===== config.mk =====
export PLATFORM = sky130hd
export DESIGN_NAME = gpu_instruction_decoder
export DESIGN_NICKNAME = d
export VERILOG_FILES = /design/src/rtl/gpu_instruction_decoder_pkg.sv /design/src/rtl/gpu_decoder_watchdog.sv /design/src/rtl/gpu_instruction_decoder.sv
export SDC_FILE = /design/constraint.sdc
export NUM_CORES = 1
export LEC_CHECK = 0
export CORE_UTILIZATION = 30
export DETAILED_ROUTE_END_ITERATION = 16
export DONT_BUFFER_PORTS = 1
export PLACE_DENSITY = 0.44
export SETUP_SLACK_MARGIN = 0.1
export SLEW_MARGIN = 20
export SYNTH_ARGS = -nofsm -noshare
export SYNTH_HDL_FRONTEND = slang
export SYNTH_SLANG_ARGS = --single-unit

===== constraint.sdc =====
create_clock -name clk -period 3.7 [get_ports clk]
set_clock_uncertainty 0.05 [all_clocks]
set_input_delay 0.37 -clock clk [delete_from_list [all_inputs] [get_ports clk]]
set_output_delay 0.37 -clock clk [all_outputs]
set_load 0.1 [all_outputs]

===== src/rtl/gpu_instruction_decoder_pkg.sv =====
// Shared widths, opcode and engine constants for the GPU instruction decoder.
// Opcode -> engine mapping lives here so the top and any user agree on it.
package gpu_instruction_decoder_pkg;

    localparam int WIDTH_BITS   = 10;
    localparam int HEIGHT_BITS  = 9;
    localparam int CHANNEL_BITS = 5;

    localparam logic [3:0] OP_NOP   = 4'd0;
    localparam logic [3:0] OP_LINE  = 4'd1;
    localparam logic [3:0] OP_RECT  = 4'd2;
    localparam logic [3:0] OP_FILL  = 4'd3;
    localparam logic [3:0] OP_ARC   = 4'd4;
    localparam logic [3:0] OP_CLEAR = 4'd5;

    localparam logic [1:0] ENG_LINE = 2'd0;
    localparam logic [1:0] ENG_RECT = 2'd1;
    localparam logic [1:0] ENG_FILL = 2'd2;
    localparam logic [1:0] ENG_ARC  = 2'd3;

    function automatic logic is_draw(input logic [3:0] op);
        return (op >= OP_LINE) && (op <= OP_CLEAR);
    endfunction

    // CLEAR is executed by the fill engine.
    function automatic logic [1:0] engine_of(input logic [3:0] op);
        case (op)
            OP_RECT:           return ENG_RECT;
            OP_FILL, OP_CLEAR: return ENG_FILL;
            OP_ARC:            return ENG_ARC;
            default:           return ENG_LINE;
        endcase
    endfunction

endpackage


===== src/rtl/gpu_decoder_watchdog.sv =====
// Cycle counter that flags when an engine has been waited on for CYCLES cycles.
// Saturates at the limit so a stalled enable never wraps back to a safe value.
module gpu_decoder_watchdog #(
    parameter int CYCLES = 1048576,
    parameter int BITS   = 21
) (
    input  logic clk,
    input  logic nrst,
    input  logic clr,
    input  logic en,
    output logic expire
);

    logic [BITS-1:0] cnt;

    assign expire = (cnt == BITS'(CYCLES - 1));

    always_ff @(posedge clk or negedge nrst) begin
        if (!nrst)
            cnt <= '0;
        else if (clr)
            cnt <= '0;
        else if (en && !expire)
            cnt <= cnt + 1'b1;
    end

endmodule


===== src/rtl/gpu_instruction_decoder.sv =====
// Pops instructions from the GPU FIFO, latches their fields and hands them to
// one of four raster engines, waiting for done (or the watchdog) before the next.
module gpu_instruction_decoder
    import gpu_instruction_decoder_pkg::*;
#(
    parameter int SCREEN_W_MAX = 639,
    parameter int SCREEN_H_MAX = 479,
    parameter int WDOG_CYCLES  = 1048576,
    parameter int WDOG_BITS    = 21
) (
    input  logic                    clk,
    input  logic                    nrst,
    input  logic                    fifo_empty_i,
    output logic                    pop_instruction_o,
    input  logic [3:0]              opcode_i,
    input  logic [WIDTH_BITS-1:0]   x1_i,
    input  logic [WIDTH_BITS-1:0]   x2_i,
    input  logic [WIDTH_BITS-1:0]   rad_i,
    input  logic [HEIGHT_BITS-1:0]  y1_i,
    input  logic [HEIGHT_BITS-1:0]  y2_i,
    input  logic [CHANNEL_BITS-1:0] r_i,
    input  logic [CHANNEL_BITS-1:0] g_i,
    input  logic [CHANNEL_BITS-1:0] b_i,
    input  logic [2:0]              quad_i,
    output logic [3:0]              engine_start_o,
    input  logic [3:0]              engine_done_i,
    output logic [WIDTH_BITS-1:0]   x1_o,
    output logic [WIDTH_BITS-1:0]   x2_o,
    output logic [WIDTH_BITS-1:0]   rad_o,
    output logic [HEIGHT_BITS-1:0]  y1_o,
    output logic [HEIGHT_BITS-1:0]  y2_o,
    output logic [CHANNEL_BITS-1:0] r_o,
    output logic [CHANNEL_BITS-1:0] g_o,
    output logic [CHANNEL_BITS-1:0] b_o,
    output logic [2:0]              quad_o,
    output logic                    busy_o,
    output logic                    error_o,
    output logic [15:0]             instr_count_o
);

    typedef enum logic [1:0] {S_IDLE, S_DECODE, S_WAIT} state_t;

    state_t     state;
    logic [3:0] op;
    logic [1:0] sel;
    logic       wdog_expire;
    logic       sel_done;

    // Gated by nrst so a non-empty FIFO cannot see a pop while reset is held.
    assign pop_instruction_o = nrst && (state == S_IDLE) && !fifo_empty_i;
    assign busy_o            = (state != S_IDLE);
    assign sel_done          = engine_done_i[sel];

    gpu_decoder_watchdog #(
        .CYCLES (WDOG_CYCLES),
        .BITS   (WDOG_BITS)
    ) u_wdog (
        .clk    (clk),
        .nrst   (nrst),
        .clr    (state == S_DECODE),
        .en     (state == S_WAIT),
        .expire (wdog_expire)
    );

    // The CLEAR rewrite and the start pulse are staged at pop time so both are
    // already visible on the outputs during the DECODE cycle.
    always_ff @(posedge clk or negedge nrst) begin
        if (!nrst) begin
            state          <= S_IDLE;
            op             <= OP_NOP;
            sel            <= ENG_LINE;
            engine_start_o <= '0;
            x1_o           <= '0;
            x2_o           <= '0;
            rad_o          <= '0;
            y1_o           <= '0;
            y2_o           <= '0;
            r_o            <= '0;
            g_o            <= '0;
            b_o            <= '0;
            quad_o         <= '0;
            error_o        <= 1'b0;
            instr_count_o  <= '0;
        end else begin
            engine_start_o <= '0;
            case (state)
                S_IDLE: begin
                    if (!fifo_empty_i) begin
                        op     <= opcode_i;
                        sel    <= engine_of(opcode_i);
                        rad_o  <= rad_i;
                        r_o    <= r_i;
                        g_o    <= g_i;
                        b_o    <= b_i;
                        quad_o <= quad_i;
                        if (opcode_i == OP_CLEAR) begin
                            x1_o <= '0;
                            y1_o <= '0;
                            x2_o <= WIDTH_BITS'(SCREEN_W_MAX);
                            y2_o <= HEIGHT_BITS'(SCREEN_H_MAX);
                        end else begin
                            x1_o <= x1_i;
                            y1_o <= y1_i;
                            x2_o <= x2_i;
                            y2_o <= y2_i;
                        end
                        if (is_draw(opcode_i))
                            engine_start_o <= 4'b0001 << engine_of(opcode_i);
                        state <= S_DECODE;
                    end
                end
                S_DECODE: begin
                    if (is_draw(op)) begin
                        state <= S_WAIT;
                    end else begin
                        if (op != OP_NOP)
                            error_o <= 1'b1;
                        instr_count_o <= instr_count_o + 1'b1;
                        state         <= S_IDLE;
                    end
                end
                S_WAIT: begin
                    // Done on the limit cycle wins over the watchdog.
                    if (sel_done || wdog_expire) begin
                        if (!sel_done)
                            error_o <= 1'b1;
                        instr_count_o <= instr_count_o + 1'b1;
                        state         <= S_IDLE;
                    end
                end
                default: state <= S_IDLE;
            endcase
        end
    end

endmodule


* Word level (Yosys, flattened, before mapping) *
Index checks and enable logic that the tools add are counted.

cells by class
  shifts and indexed selects = 1
  reduce and logical (&&, ||, !) cells = 18
  add/sub/neg operators = 2
  eq/ne operators = 12
  multiplexer cells = 27
  bitwise operators = 1
  order comparisons = 5

operator list
  cell                                                                                  number
  21-bit two-way mux                                                                    2
  16-bit two-way mux                                                                    2
  16-bit case mux with 2 select lines                                                   1
  21-bit by 1-bit adder with 21-bit output (second input constant)                      1
  21-bit by 20-bit equality test with 1-bit output (second input constant)              1
  10-bit two-way mux                                                                    2
  9-bit two-way mux                                                                     2
  16-bit by 1-bit adder with 16-bit output (second input constant)                      1
  2-bit two-way mux                                                                     6
  4-bit two-way mux                                                                     3
  2-bit case mux with 3 select lines                                                    2
  2-bit != test (second input constant)                                                 5
  4-bit by 2-bit equality test with 1-bit output (second input constant)                2
  4-bit by 3-bit equality test with 1-bit output (second input constant)                2
  4-bit by 1-bit greater-or-equal comparator with 1-bit output (second input constant)  2
  4-bit by 3-bit <= comparator with 1-bit output (second input constant)                2
  2-bit nonzero test                                                                    3
  1-bit logical AND                                                                     5
  1-bit two-way mux                                                                     5
  5-bit AND reduction                                                                   1
  2-bit AND reduction                                                                   2
  4-bit nonzero test                                                                    1
  1-bit by 2-bit left shift with 4-bit output (first input constant)                    1
  2-bit by 3-bit < comparator with 1-bit output (second input constant)                 1
  10 further kinds                                                                      11

word-level totals
  output and inout bits = 89
  bits in registers = 116
  logic and storage cells = 82

* Depth between registers and ports, before layout *
  depth after elaboration = 10
  gate-level depth with buffers = 8
  mapped depth without buffers = 7

* Cells and area by module *
Synthesis repeated with hierarchy kept, for this count alone.

unflattened totals
  cells, all modules = 456
  area, all modules = 5,042.3 um2

modules (own cells, without submodules)
  module                   area an instance (um2)  seq. area each (um2)  instances  cells each
  gpu_instruction_decoder  3,819.9                 2,377.3               1          332
  gpu_decoder_watchdog     1,222.4                 525.5                 1          124

* Least setup slack after synthesis *
OpenSTA, ideal clock, no wires.

  path kind = reg2out
  start = register state[0]
  end = output port pop_instruction_o
  stages on the path, launching flop included = 6
  required time = 3.280 ns
  slack = 1.218 ns
  arrival time = 2.062 ns
  path through = dfrtp_1 -> or3_1 -> buf_2 -> inv_2 -> clkbuf_1 -> and2_1

on the way
  word-level cells in the longest chain between the ends = 3

ends and longest elaborated chain
  what                             RTL line                        source
  start, declared                  gpu_instruction_decoder.sv:43   state_t state;
  start signal, assigned           gpu_instruction_decoder.sv:69   state <= S_IDLE;
  start signal, assigned           gpu_instruction_decoder.sv:109  state <= S_DECODE;
  start signal, assigned           gpu_instruction_decoder.sv:114  state <= S_WAIT;
  2-bit zero test                  gpu_instruction_decoder.sv:50   assign pop_instruction_o = nrst && (state == S_IDLE) && !fifo_empty_i;
  1-bit logical AND (2 in series)  gpu_instruction_decoder.sv:50
  end, declared                    gpu_instruction_decoder.sv:14   output logic pop_instruction_o,

No other way between the ends.

* Final worst setup path *
  start = register state[0]
  end = register y2_o[1]

on the way
  word-level cells in the longest chain between the ends = 2

ends and longest elaborated chain
  what                                  RTL line                        source
  2-bit zero test                       gpu_instruction_decoder.sv:86   case (state)
  2-bit AND reduction (no source line)  -
  end signal, assigned                  gpu_instruction_decoder.sv:100  y2_o <= HEIGHT_BITS'(SCREEN_H_MAX);
  end signal, assigned                  gpu_instruction_decoder.sv:105  y2_o <= y2_i;
  end, declared                         gpu_instruction_decoder.sv:31   output logic [HEIGHT_BITS-1:0] y2_o,

No other way between the ends.
A chain may end at the register's enable or synchronous reset.

==> metrics.log <==
INFO  metric worstMarginPinSlew = 951 ps
INFO  metric start_point_of_the_worst_hold_path = rad_i[4]
INFO  metric vias_in_the_first_global_route = 3592
INFO  metric fp.coreArea = 15400 µm²
INFO  metric ios = 166
INFO  metric rsz0062_at_grt = no
INFO  metric timing.final.max_slew_violations = 0
INFO  metric number_of_diodes = 0
INFO  metric areaGrowthSynthToFinish = 24.8%
INFO  metric drt_drc_violations_left = 0
INFO  metric timing.reg2reg.worst_path_depth = 6
INFO  metric critical_path_class = flip-flop to flip-flop
INFO  metric syn_avg_cell_area = 10.7 µm²
INFO  metric grt_pass1_wl = 18800 µm
INFO  metric synth-edff-count = 0
INFO  metric worst_ep_arrival_time = 3090 ps
INFO  metric wl = 11900 µm
INFO  metric detailroute.via_count = 3457
INFO  metric total_routed_wire_length_on_the_met1_layer = 5290 µm
INFO  metric async_reset_ff_frac = 1.00
INFO  metric wl_met3 = 1050 µm
INFO  metric synth_unique_cells = 44
INFO  metric finalHoldViolations = 0
INFO  metric worst_path_dominant_cell_family = simple AND/OR/NAND/NOR gates
INFO  metric crit_path_end_kind = flip-flop
INFO  metric numPortBuffers = 0
INFO  metric layout.cells.most_common_list = sky130_fd_sc_hd__nand2_1, sky130_fd_sc_hd__dfrtp_1, sky130_fd_sc_hd__dlygate4sd3_1, sky130_fd_sc_hd__a22o_1, sky130_fd_sc_hd__nand3_1
INFO  metric period_needed = 2840 ps
INFO  metric worst_slew_slack_as_a_fraction_of_its_limit = 0.366
INFO  metric worst_r2r_startpoint = state[0]
INFO  metric cp_cell_sequence = or3_2, buf_4, inv_2, buf_4, nand2_1, o22a_1
INFO  metric layout.cells.most_common = sky130_fd_sc_hd__nand2_1
INFO  metric initial_cell_density_of_the_core = 0.313
INFO  metric critPathMaxStageDelay = 490 ps
INFO  metric synth_area_leaders = sky130_fd_sc_hd__dfrtp_1, sky130_fd_sc_hd__nand2_1, sky130_fd_sc_hd__a22o_1
INFO  metric vias_per_cell = 4.80
INFO  metric synth.yosys.warnings = 0
INFO  metric max-cap-violations = 0
INFO  metric grt_max_degree = 117
INFO  metric post-synth-top-area-fraction = 0.602
INFO  metric highest_layer_used_for_signal_routing = met4
INFO  metric htreeDepth = 4
INFO  metric clock_path_buffers = 2
INFO  metric clock_tree.root_cell = sky130_fd_sc_hd__clkbuf_16
INFO  metric synthesis.instances = 453
INFO  metric first_iter_violations = 151
INFO  metric report.final.setup_viol = 0
INFO  metric final_antenna_net_count = 0
INFO  metric overflow = 0
INFO  metric path_buf_inv = 3
INFO  metric drive_above_1_share = 0.124
INFO  metric drt-wirelength-per-cell = 16.5 µm
INFO  metric yosys_register_bits = 116
INFO  metric final_min_period_over_clock_period = 0.768
INFO  metric finalNetCount = 575
INFO  metric fillers = 1542
INFO  metric fp-row-count = 45
INFO  metric worst_path_most_repeated_cell = sky130_fd_sc_hd__buf_4
INFO  metric clock-sinks = 116
INFO  metric mappedNetlistArea = 4830 µm²
INFO  metric worst_r2r_endpoint = y2_o[1]
INFO  metric finalSetupTns = 0 ps
INFO  metric dp.final_hpwl = 7690 µm
INFO  metric drtPass1Iterations = 4
INFO  metric numCtsBuffers = 17
INFO  metric status = completed
INFO  metric floorplan.die_area = 16600 µm²
INFO  metric gp_routability_congestion = 0.707
INFO  metric worst_skew_pair.late_latency = 410 ps
INFO  metric number_of_antenna_violations_at_the_first_check_in_global_routing = 0
INFO  metric setup.reg_to_reg.worst_slack = 860 ps
INFO  metric max_freq = 0.352 GHz
INFO  metric synthesis.nets = 532
INFO  metric cts_tree = done
INFO  metric seq_area = 2900 µm²
INFO  metric ys.flop_type = sky130_fd_sc_hd__dfrtp_1
INFO  metric crit_path_start = state[0]
INFO  metric worst_hold_path_type = primary input to flip-flop
INFO  metric min_delay_worst_endpoint = rad_o[4]
INFO  metric critical_path_peak_fanout = 62
INFO  metric synth_area_leader_cell = sky130_fd_sc_hd__dfrtp_1
INFO  metric timing.critical_path.from_type = flip-flop
INFO  metric area_used_by_multi_input_combinational_logic = 1820 µm²
INFO  metric synth_seq_area_share = 0.602
INFO  metric cell_depth_of_the_worst_hold_path = 2
INFO  metric grt_usage = 0.151
INFO  metric path_clk_slew = 60 ps
INFO  metric routed-wl-met2 = 5430 µm
INFO  metric worst_ep_required_time = 3940 ps
INFO  metric cts_resized = 0
INFO  metric die_height = 129 µm
INFO  metric cp_slowest_cell = sky130_fd_sc_hd__or3_2
INFO  metric dieWidth = 129 µm
-- metrics by stage --
stage | instances | hold slack [ps] | area [µm²] | setup slack (ps) | utilization
final | 720 | 18.8 | 6020 | 857 | 0.391
after global routing | 720 | 5.30 | 6020 | 649 | 0.391
after CTS | 720 | 0.0125 | 6020 | 815 | 0.391
after detailed placement | 660 | 31.4 | 5130 | 822 | 0.332
after global placement | 660 | 30.1 | 5130 | 909 | 0.332
after floorplan | 453 | 24.4 | 4830 | 1220 | -
-- metal layers --
metal	GRT usage	vias to the layer above
li1	-	1664
met1	0.184	1654
met2	0.232	128
met3	0.0761	11
met4	0.0484	0
met5	0	-
-- worst reg2reg max path, stage by stage, from the launching register on --
cell	delay, ps
sky130_fd_sc_hd__dfrtp_1	430
sky130_fd_sc_hd__or3_2	490
sky130_fd_sc_hd__buf_4	320
sky130_fd_sc_hd__inv_2	200
sky130_fd_sc_hd__buf_4	440
sky130_fd_sc_hd__nand2_1	480
sky130_fd_sc_hd__o22a_1	320
-- Yosys cell counts (3+ instances only) --
master	instances
sky130_fd_sc_hd__a21oi_1	5
sky130_fd_sc_hd__a22o_1	22
sky130_fd_sc_hd__a31oi_1	5
sky130_fd_sc_hd__and3_1	9
sky130_fd_sc_hd__and4_1	3
sky130_fd_sc_hd__buf_2	5
sky130_fd_sc_hd__clkbuf_1	15
sky130_fd_sc_hd__dfrtp_1	116
sky130_fd_sc_hd__mux2i_1	7
sky130_fd_sc_hd__nand2_1	131
sky130_fd_sc_hd__nand3_1	21
sky130_fd_sc_hd__nand3_2	3
sky130_fd_sc_hd__nand4_1	10
sky130_fd_sc_hd__nor2_1	17
sky130_fd_sc_hd__nor3_1	5
sky130_fd_sc_hd__o21ai_0	11
sky130_fd_sc_hd__o22a_1	16
sky130_fd_sc_hd__xnor2_1	11
sky130_fd_sc_hd__xor2_1	6
-- repair_timing --
| item | 4_1_cts | 5_1_grt |
|---|---|---|
| setup buffers | 0 | 0 |
| hold buffers | 28 | 0 |
| hold endpoints to repair | 142 | 0 |
-- kinds of logic (layout without fill, tap and decap cells) --
family,count (synthesis),in the layout,share of synthesized area
DFF,116,116,0.602
buffers and inverters,24,80,0.0215
xor gates and xnor gates,17,17,0.0309
adders and majority gates,2,2,0.00518
muxes,9,9,0.0215
AOI/OAI and AO/OA,67,67,0.105
and+or+nand+nor,218,218,0.214
-- worst max path at each step --
stage	endpoint	slack [ps]	cells after the start
3_5_place_dp	x2_o[2]	820	6
5_1_grt	y2_o[6]	650	6
6_report	y2_o[1]	860	6
3_3_place_gp	x2_o[5]	910	6
2_1_floorplan	pop_instruction_o	1220	5
4_1_cts	y2_o[1]	820	6
-- sequential cells by signal, indices dropped and copies added (netlist names) --
signal and flops:
instr_count_o 16, error_o 1, r_o 5, g_o 5, state 2, u_wdog.cnt 21
engine_start_o 4, y2_o 9, rad_o 10, quad_o 3, x1_o 10, sel 2
x2_o 10, op 4, b_o 5, y1_o 9
-- final cells by class --
| class | instances | share of cell area |
|---|---|---|
| Tap cell | 211 | 0.0438 |
| Timing Repair Buffer | 45 | 0.0706 |
| Sequential cell | 116 | 0.482 |
| Inverter | 3 | 0.00187 |
| Multi-Input combinational cell | 313 | 0.302 |
| Clock buffer | 19 | 0.0752 |
| Clock inverter | 13 | 0.0245 |
Power is left out: the tool's default activity adds up to more than one toggle a clock period on the data nets, which glitch-free logic cannot reach.
